### config.mk
export PLATFORM = sky130hd
export DESIGN_NAME = alu_issue_scheduler
export DESIGN_NICKNAME = d
export VERILOG_FILES = /design/src/rtl/alu_issue_scheduler.sv
export SDC_FILE = /design/constraint.sdc
export NUM_CORES = 1
export LEC_CHECK = 0
export CAP_MARGIN = 20
export CORE_MARGIN = 3
export CORE_UTILIZATION = 35
export CTS_CLUSTER_DIAMETER = 40
export DETAILED_ROUTE_END_ITERATION = 6
export PLACE_DENSITY_LB_ADDON = 0.3
export SYNTH_ARGS = -nofsm -noshare
export SYNTH_HDL_FRONTEND = slang
export SYNTH_SLANG_ARGS = --single-unit
### constraint.sdc
create_clock -name clk -period 20.3 [get_ports clk]
set_input_delay 3.045 -clock clk [delete_from_list [all_inputs] [get_ports clk]]
set_output_delay 3.045 -clock clk [all_outputs]
set_load 0.01 [all_outputs]
### src/rtl/alu_issue_scheduler.sv
// Round-robin issue scheduler binding ready reservation-station entries to three integer ALUs.
// Optional macro ALU_MEM_PIN_EN restricts memory optypes (7..10) to ALU 0.
module alu_issue_scheduler #(
  parameter int NUM_RS   = 16,
  parameter int RS_IDX_W = 4,
  parameter int NUM_ALU  = 3
) (
  input  logic                         clk,
  input  logic                         rstn,
  input  logic                         flush,
  input  logic [NUM_RS-1:0]            rs_req,
  input  logic [NUM_RS*4-1:0]          rs_optype,
  output logic [NUM_RS-1:0]            rs_grant,
  input  logic [NUM_ALU-1:0]           wb_ack,
  output logic [NUM_ALU-1:0]           issue_valid,
  output logic [NUM_ALU*4-1:0]         issue_optype,
  output logic [NUM_ALU*RS_IDX_W-1:0]  issue_rs_idx,
  output logic [NUM_ALU*2-1:0]         issue_alu_number,
  output logic [NUM_ALU-1:0]           alu_free,
  output logic                         err_optype
);

  logic [NUM_ALU-1:0]          r_valid;
  logic [NUM_ALU*4-1:0]        r_optype;
  logic [NUM_ALU*RS_IDX_W-1:0] r_rs_idx;
  logic [NUM_ALU*2-1:0]        r_alu_num;
  logic [RS_IDX_W-1:0]         r_rr_ptr;
  logic                        r_err;

  logic [NUM_ALU-1:0]          w_free;
  logic [NUM_RS-1:0]           w_grant;
  logic [NUM_ALU-1:0]          w_alu_gnt;
  logic [NUM_ALU*RS_IDX_W-1:0] w_alu_src;
  logic [NUM_ALU*4-1:0]        w_alu_op;
  logic                        w_any;
  logic                        w_illegal;
  logic [RS_IDX_W-1:0]         w_last;
  logic [RS_IDX_W-1:0]         w_rr_next;

  function automatic logic is_legal(input logic [3:0] op);
    return (op >= 4'd1) && (op <= 4'd10);
  endfunction

`ifdef ALU_MEM_PIN_EN
  function automatic logic is_mem(input logic [3:0] op);
    return (op >= 4'd7) && (op <= 4'd10);
  endfunction
`endif

  assign w_free           = ~r_valid | wb_ack;
  assign alu_free         = w_free;
  assign rs_grant         = w_grant;
  assign issue_valid      = r_valid;
  assign issue_optype     = r_optype;
  assign issue_rs_idx     = r_rs_idx;
  assign issue_alu_number = r_alu_num;
  assign err_optype       = r_err;
  assign w_rr_next        = (w_last == RS_IDX_W'(NUM_RS - 1)) ? {RS_IDX_W{1'b0}} : w_last + 1'b1;

  // Scan from r_rr_ptr, binding each eligible request to the lowest free, still-unclaimed ALU
  always_comb begin
    logic [RS_IDX_W-1:0] v_idx;
    logic [3:0]          v_op;
    logic                v_placed;
    logic                v_mem_only;
    w_grant    = '0;
    w_alu_gnt  = '0;
    w_alu_src  = '0;
    w_alu_op   = '0;
    w_any      = 1'b0;
    w_last     = '0;
    w_illegal  = 1'b0;
    v_idx      = '0;
    v_op       = 4'd0;
    v_placed   = 1'b0;
    v_mem_only = 1'b0;
    for (int k = 0; k < NUM_RS; k++) begin
      if (rs_req[k] && !is_legal(rs_optype[k*4 +: 4])) begin
        w_illegal = 1'b1;
      end else begin
        w_illegal = w_illegal;
      end
    end
    if (rstn && !flush) begin
      for (int i = 0; i < NUM_RS; i++) begin
        v_idx = RS_IDX_W'((int'(r_rr_ptr) + i) % NUM_RS);
        v_op  = rs_optype[v_idx*4 +: 4];
`ifdef ALU_MEM_PIN_EN
        v_mem_only = is_mem(v_op);
`else
        v_mem_only = 1'b0;
`endif
        v_placed = 1'b0;
        if (rs_req[v_idx] && is_legal(v_op)) begin
          for (int a = 0; a < NUM_ALU; a++) begin
            if (!v_placed && w_free[a] && !w_alu_gnt[a] && (a == 0 || !v_mem_only)) begin
              v_placed                            = 1'b1;
              w_alu_gnt[a]                        = 1'b1;
              w_alu_src[a*RS_IDX_W +: RS_IDX_W]   = v_idx;
              w_alu_op[a*4 +: 4]                  = v_op;
              w_grant[v_idx]                      = 1'b1;
              w_any                               = 1'b1;
              w_last                              = v_idx;
            end else begin
              v_placed = v_placed;
            end
          end
        end else begin
          v_placed = 1'b0;
        end
      end
    end else begin
      w_grant   = '0;
      w_alu_gnt = '0;
    end
  end

  // Per-ALU occupancy, issue fields, round-robin pointer and sticky error flag
  always_ff @(posedge clk) begin
    if (!rstn) begin
      r_valid   <= '0;
      r_optype  <= '0;
      r_rs_idx  <= '0;
      r_alu_num <= '1;
      r_rr_ptr  <= '0;
      r_err     <= 1'b0;
    end else begin
      r_err <= r_err | w_illegal;
      if (flush) begin
        r_valid   <= '0;
        r_alu_num <= '1;
      end else begin
        for (int a = 0; a < NUM_ALU; a++) begin
          if (w_alu_gnt[a]) begin
            r_valid[a]                       <= 1'b1;
            r_optype[a*4 +: 4]               <= w_alu_op[a*4 +: 4];
            r_rs_idx[a*RS_IDX_W +: RS_IDX_W] <= w_alu_src[a*RS_IDX_W +: RS_IDX_W];
            r_alu_num[a*2 +: 2]              <= 2'(a);
          end else if (wb_ack[a]) begin
            r_valid[a]          <= 1'b0;
            r_alu_num[a*2 +: 2] <= 2'b11;
          end
        end
        if (w_any) begin
          r_rr_ptr <= w_rr_next;
        end
      end
    end
  end

endmodule
### Word level (Yosys, flattened, before mapping)

Cells that the tools add are included.
Widths: inputs -> output; s select.

| word-level totals | value |
|---|---|
| bits in registers | 36 |
| input port bits | 86 |
| output and inout bits | 53 |
| logic and storage cells | 1147 |

| operators by class | value |
|---|---|
| $add $sub $neg | 16 |
| $lt $le $gt $ge | 96 |
| equality and inequality tests | 1 |
| shifts and indexed selects | 16 |
| muxes and demuxes | 692 |
| bitwise gates (word level) | 52 |
| reductions and logical operators | 260 |

Operators with widths:

| operator | number |
|---|---|
| $mux 16 | 144 |
| $shiftx 64x7->4 | 16 |
| $or 16x16->16 | 47 |
| $mux 4 | 167 |
| $mux 12 | 44 |
| $mux 1 | 269 |
| $ge 4x1->1 const B | 48 |
| $logic_and 1x1->1 | 158 |
| $le 4x4->1 const B | 32 |
| $mux 3 | 32 |
| $logic_not 1->1 | 94 |
| $lt 4x5->1 const B | 16 |
| $bmux 1 s4 | 16 |
| $demux 1 s4 | 16 |
| $add 4x4->4 const B | 8 |
| $add 4x3->4 const B | 4 |
| $add 4x1->4 const B | 2 |
| $add 4x2->4 const B | 2 |
| $mux 2 | 4 |
| $reduce_and 2->1 | 4 |
| $reduce_bool 2->1 | 3 |
| $eq 4x4->1 const B | 1 |
| $not 3->3 | 1 |
| $or 3x3->3 | 1 |
| 3 further kinds | 4 |

### Logic depth before layout (Yosys ltp)

| depth | value |
|---|---|
| depth after elaboration | 273 |
| mapped depth | 35 |
| mapped depth without buffers | 23 |

### Least setup slack after synthesis

Ideal clock, no wire load.

| timing | value |
|---|---|
| path kind | input -> output |
| start point | input rs_optype[31] |
| end point | output rs_grant[2] |
| arrival | 7.858 ns |
| setup slack | 9.397 ns |
| stages on the path | 19 |
| path through | mux4_2 > mux4_2 > or4_1 > o211a_1 > clkbuf_1 > nor2_1 > nand4_1 > or3_4 > a211o_1 > or4_1 > buf_4 > nand2_1 > nand2_1 > a21oi_1 > buf_4 > nand2_1 > o21ai_0 > a21oi_1 > a31oi_1 |

| on the way | value |
|---|---|
| word-level cells in the longest chain between the ends | 191 |
| elaborated cells between the ends (all ways) | 574 |
| classes of those cells | 32 x order compare; 16 x shift; 299 x mux; 45 x bitwise; 182 x reduce/logical |

RTL lines:

| what | RTL line | RTL |
|---|---|---|
| start, declared | 12 | `input logic [NUM_RS*4-1:0] rs_optype,` |
| $shiftx 64x7->4 | 87 | `v_op = rs_optype[v_idx*4 +: 4];` |
| $ge 4x1->1 / $le 4x4->1 (equally long branches) | 41 | `return (op >= 4'd1) && (op <= 4'd10);` |
| $logic_and 1x1->1 | 41 |  |
| $logic_and 1x1->1 | 94 | `if (rs_req[v_idx] && is_legal(v_op)) begin` |
| $mux 3 | 94 |  |
| $mux 3 | 84 | `if (rstn && !flush) begin` |
| $logic_not 1->1 | 96 | `if (!v_placed && w_free[a] && !w_alu_gnt[a] && (a == 0 \|\| !v_mem_only)) begin` |
| $logic_and 1x1->1 | 96 |  |
| [175 not listed] | - |  |
| $or 16x16->16 (no line) | - |  |
| $mux 16 | 96 |  |
| $mux 16 | 94 |  |
| $mux 16 | 84 |  |
| $or 16x16->16 (no line) | - |  |
| $mux 16 | 96 |  |
| $mux 16 (*) | 94 |  |
| $mux 16 (*) | 84 |  |
| end, declared | 13 | `output logic [NUM_RS-1:0] rs_grant,` |

Every way passes the cells marked *; elsewhere a longest branch is shown, timed or not. The select of a mux whose other input is x is not followed.

### Worst setup path in the final report

| timing | value |
|---|---|
| start point | input rs_optype[14] |
| end point | output rs_grant[2] |

The elaborated chain is that of the path after synthesis.

==> key figures <==
CTS
  • Root Driver: clkbuf_16
  • Cts hold-fix bufs: 0
  • TritonCTS Buffers: 5
  • Clock buffer depth: 2
  • # Post-CTS Setup Buffers: 0
  • Clock Latency Late Sink: 0.29 ns
  • Gates resized, CTS repair: 0
  • H-tree depth: 2
  • Clock slew at reported path FFs: 0.07 ns
  • CTS Sinks: 35
  • CTS tree: yes

Synth
  • Seq/Total Area, Yosys: 5.54%
  • EDFF count, synth: 0
  • Synth warnings: 0
  • Mean Syn Cell Area: 7.52 um2
  • XOR/XNOR Fraction of Synth Area: 1.64%
  • Ys async rst share: 0%
  • Commonest cells post-synth: nand2_1, o21ai_0, a21oi_1
  • Synth Area in Compound Gates: 34.4%
  • Mapped Cells: 1,683
  • Top cell type by total area after synthesis: mux4_2
  • Mux contribution to synthesized area: 25.9%
  • FF+latch count, synth: 35
  • Ys flop type: dfxtp_1
  • Top-area cell type share of the netlist area: 20.5%
  • Netlist cell types: 103
  • Largest family of logic cells by synthesized area: compound AO/OA/AOI/OAI gates
  • Top cells by area, synth: mux4_2, dfxtp_1, nand2_1, mux2i_1, o21ai_0
  • Post-synthesis simple-gate area fraction: 23.8%
  • Most common cell in the netlist: nand2_1
  • Cell Area, Synth: 12,700 um2
  • Synth Area in Adders: 2.19%

Final layout
  • Area grow syn2layout: 15.6%
  • Post-Layout Inst Area: 14,600 um2
  • Antenna Cells: 0
  • Nets: 1,842
  • Layout cell share with drive strength beyond 1: 13.6%

Place
  • Port Buf Inserts: 136
  • DP HPWL: 52,400 um
  • Placer Congestion: 1.01
  • Placed Instance Area: 14,400 um2

Setup path
  • Family with the most delay on the worst path: simple AND/OR/NAND/NOR gates
  • Worst Path Class, Setup: in -> out
  • Critical Path RT: 17.26 ns
  • Worst setup SP type: primary input
  • Critical Path Slowest Stage Cell: nor4_1
  • Worst Path Arrival: 10.67 ns
  • Worst path buffer plus inverter count: 2
  • Worst path cell trace: clkdlybuf4s50_1, mux4_2, mux4_2, or4_1, o211a_1, nor4_1, nand3_1, o21a_1, or4_1, nand2_1, nand2_1, a21oi_1, nand2_1, o21ai_0, a21oi_1, a31oi_1, clkdlybuf4s50_1
  • Crit-path max FO: 27
  • Worst setup EP type: output port
  • Most frequent CP cell: nand2_1
  • Slowest stage delay, CP: 0.74 ns

GRT
  • First-pass GRT wire length: 101,000 um
  • Vias in the first global route: 15.4k
  • Initial antenna violation count: 0
  • Met2 Use GR: 54.3%
  • Busiest grt layer: met2
  • GR Util met1: 44.0%
  • Largest net degree at the start of global routing: 54
  • Total GRT Usage: 34.2%
  • Total gr overflow: 0
  • GR Layer Usage met3: 5.22%

STA
  • Skew final: 0.0111 ns
  • RSZ-0062 raised after global routing: false
  • Final hold slack: 0.461 ns
  • Final setup viols: 0
  • Slew of the pin with the lowest slew margin: 1.06 ns
  • Max_slew headroom: 29.0%
  • Final Critical Period: 13.71 ns
  • F_max: 72.9 MHz
  • Crit share post-route: 67.5%
  • Final hold violation count: 0
  • Setup TNS: 0 ns
  • Max-slew violations: 0

Status
  • Failing checks: design-rule violations
  • Status: finished, violations left

Floorplan
  • Initial Utilization: 35.6%
  • I/O pin count: 139
  • # rows: 69
  • Die area: 38,500 um2
  • Die Wd: 196 um
  • Core ar.: 35,600 um2
  • DIE HEIGHT: 196 um

Detailed routing
  • Wirelength per Cell: 31.3 um
  • Routed vias/inst: 7.50
  • Vias post-DR: 16.5k
  • Routed Antenna Nets: 0
  • DRC: 1
  • DR pass1 iterations: 7
  • Initial DRC count: 2,318
  • DRT Wirelength: 68,800 um

Flow run
  • Max-cap violations: 0

Worst hold path
  • Hold Crit Class: reg -> reg
==> cells in the final DEF, fill, tap and decap left out, types with 34 or more instances in the layout <==
cell	count
nand2_1	172
clkdlybuf4s50_1	136
nand3_1	109
a22oi_1	43
mux4_2	115
o211ai_1	34
o21ai_0	120
mux2i_1	63
a221oi_1	51
a21oi_1	118
buf_4	55
a31oi_1	34
nor2_1	109
inv_1	37
nor3_1	62
==> stage by stage <==
step / setup slack [ns] / util, % / std cells
floorplan: 9.40 / - / 1684
global placement: 6.97 / 40.5 / 2187
detailed placement: 6.79 / 40.5 / 2188
CTS: 6.79 / 41.0 / 2196
global route: 6.16 / 41.1 / 2200
finish: 6.59 / 41.1 / 2200
==> path summary, 6_finish.rpt <==
check	start	to	slack (ns)	cells past startpoint
max	rs_optype[14]	rs_grant[2]	6.59	17
min	issue_rs_idx[7]$_SDFFE_PN0P_	issue_rs_idx[7]$_SDFFE_PN0P_	0.46	2
max reg2reg	r_rr_ptr[1]$_SDFFE_PN0P_	r_rr_ptr[0]$_SDFFE_PN0P_	11.05	26
min reg2reg	issue_rs_idx[7]$_SDFFE_PN0P_	issue_rs_idx[7]$_SDFFE_PN0P_	0.46	2
==> area by class of cell <==
class | instances | area (um2)
Clock buffer | 5 | 125
Clock inverter | 3 | 45.0
Fill cell | 3626 | 20900
Inverter | 43 | 161
Multi-Input combinational cell | 1459 | 11200
Sequential cell | 35 | 707
Tap cell | 461 | 577
Timing Repair Buffer | 194 | 1810
==> sequential cells by signal (all words and copies together) (netlist names) <==
name              flops
issue_optype         12
issue_rs_idx         12
r_rr_ptr              4
issue_alu_number      3
issue_valid           3
err_optype            1
==> routing by layer <==
layer | vias up | wire length, um
li1 | 6937 | -
met1 | 7980 | 25800
met2 | 1280 | 30400
met3 | 310 | 7100
met4 | 0 | 5520
met5 | - | 0
==> cell families (layout without fill, tap and decap cells) <==
logic type | Yosys count | count (layout)
AO/OA/AOI/OAI | 619 | 619
XOR/XNOR | 22 | 22
adder cells (fa/ha/maj) | 23 | 23
buffers and inverters | 190 | 245
flip-flops | 35 | 35
multiplexers | 183 | 183
other | 1 | 2
AND/OR/NAND/NOR | 610 | 610
==> worst register-to-register path: cells and delay by family, from the launching register on <==
family / cells / cell delay [ns]
flops: 1 / 0.31
buf+inv: 6 / 1.88
simple gates: 3 / 1.12
mux: 3 / 1.29
compound gates: 12 / 3.89
fa+ha+maj: 2 / 0.62
Power is not shown: default switching activity piles up to over one toggle a cycle in this logic, so the estimate is an artifact.
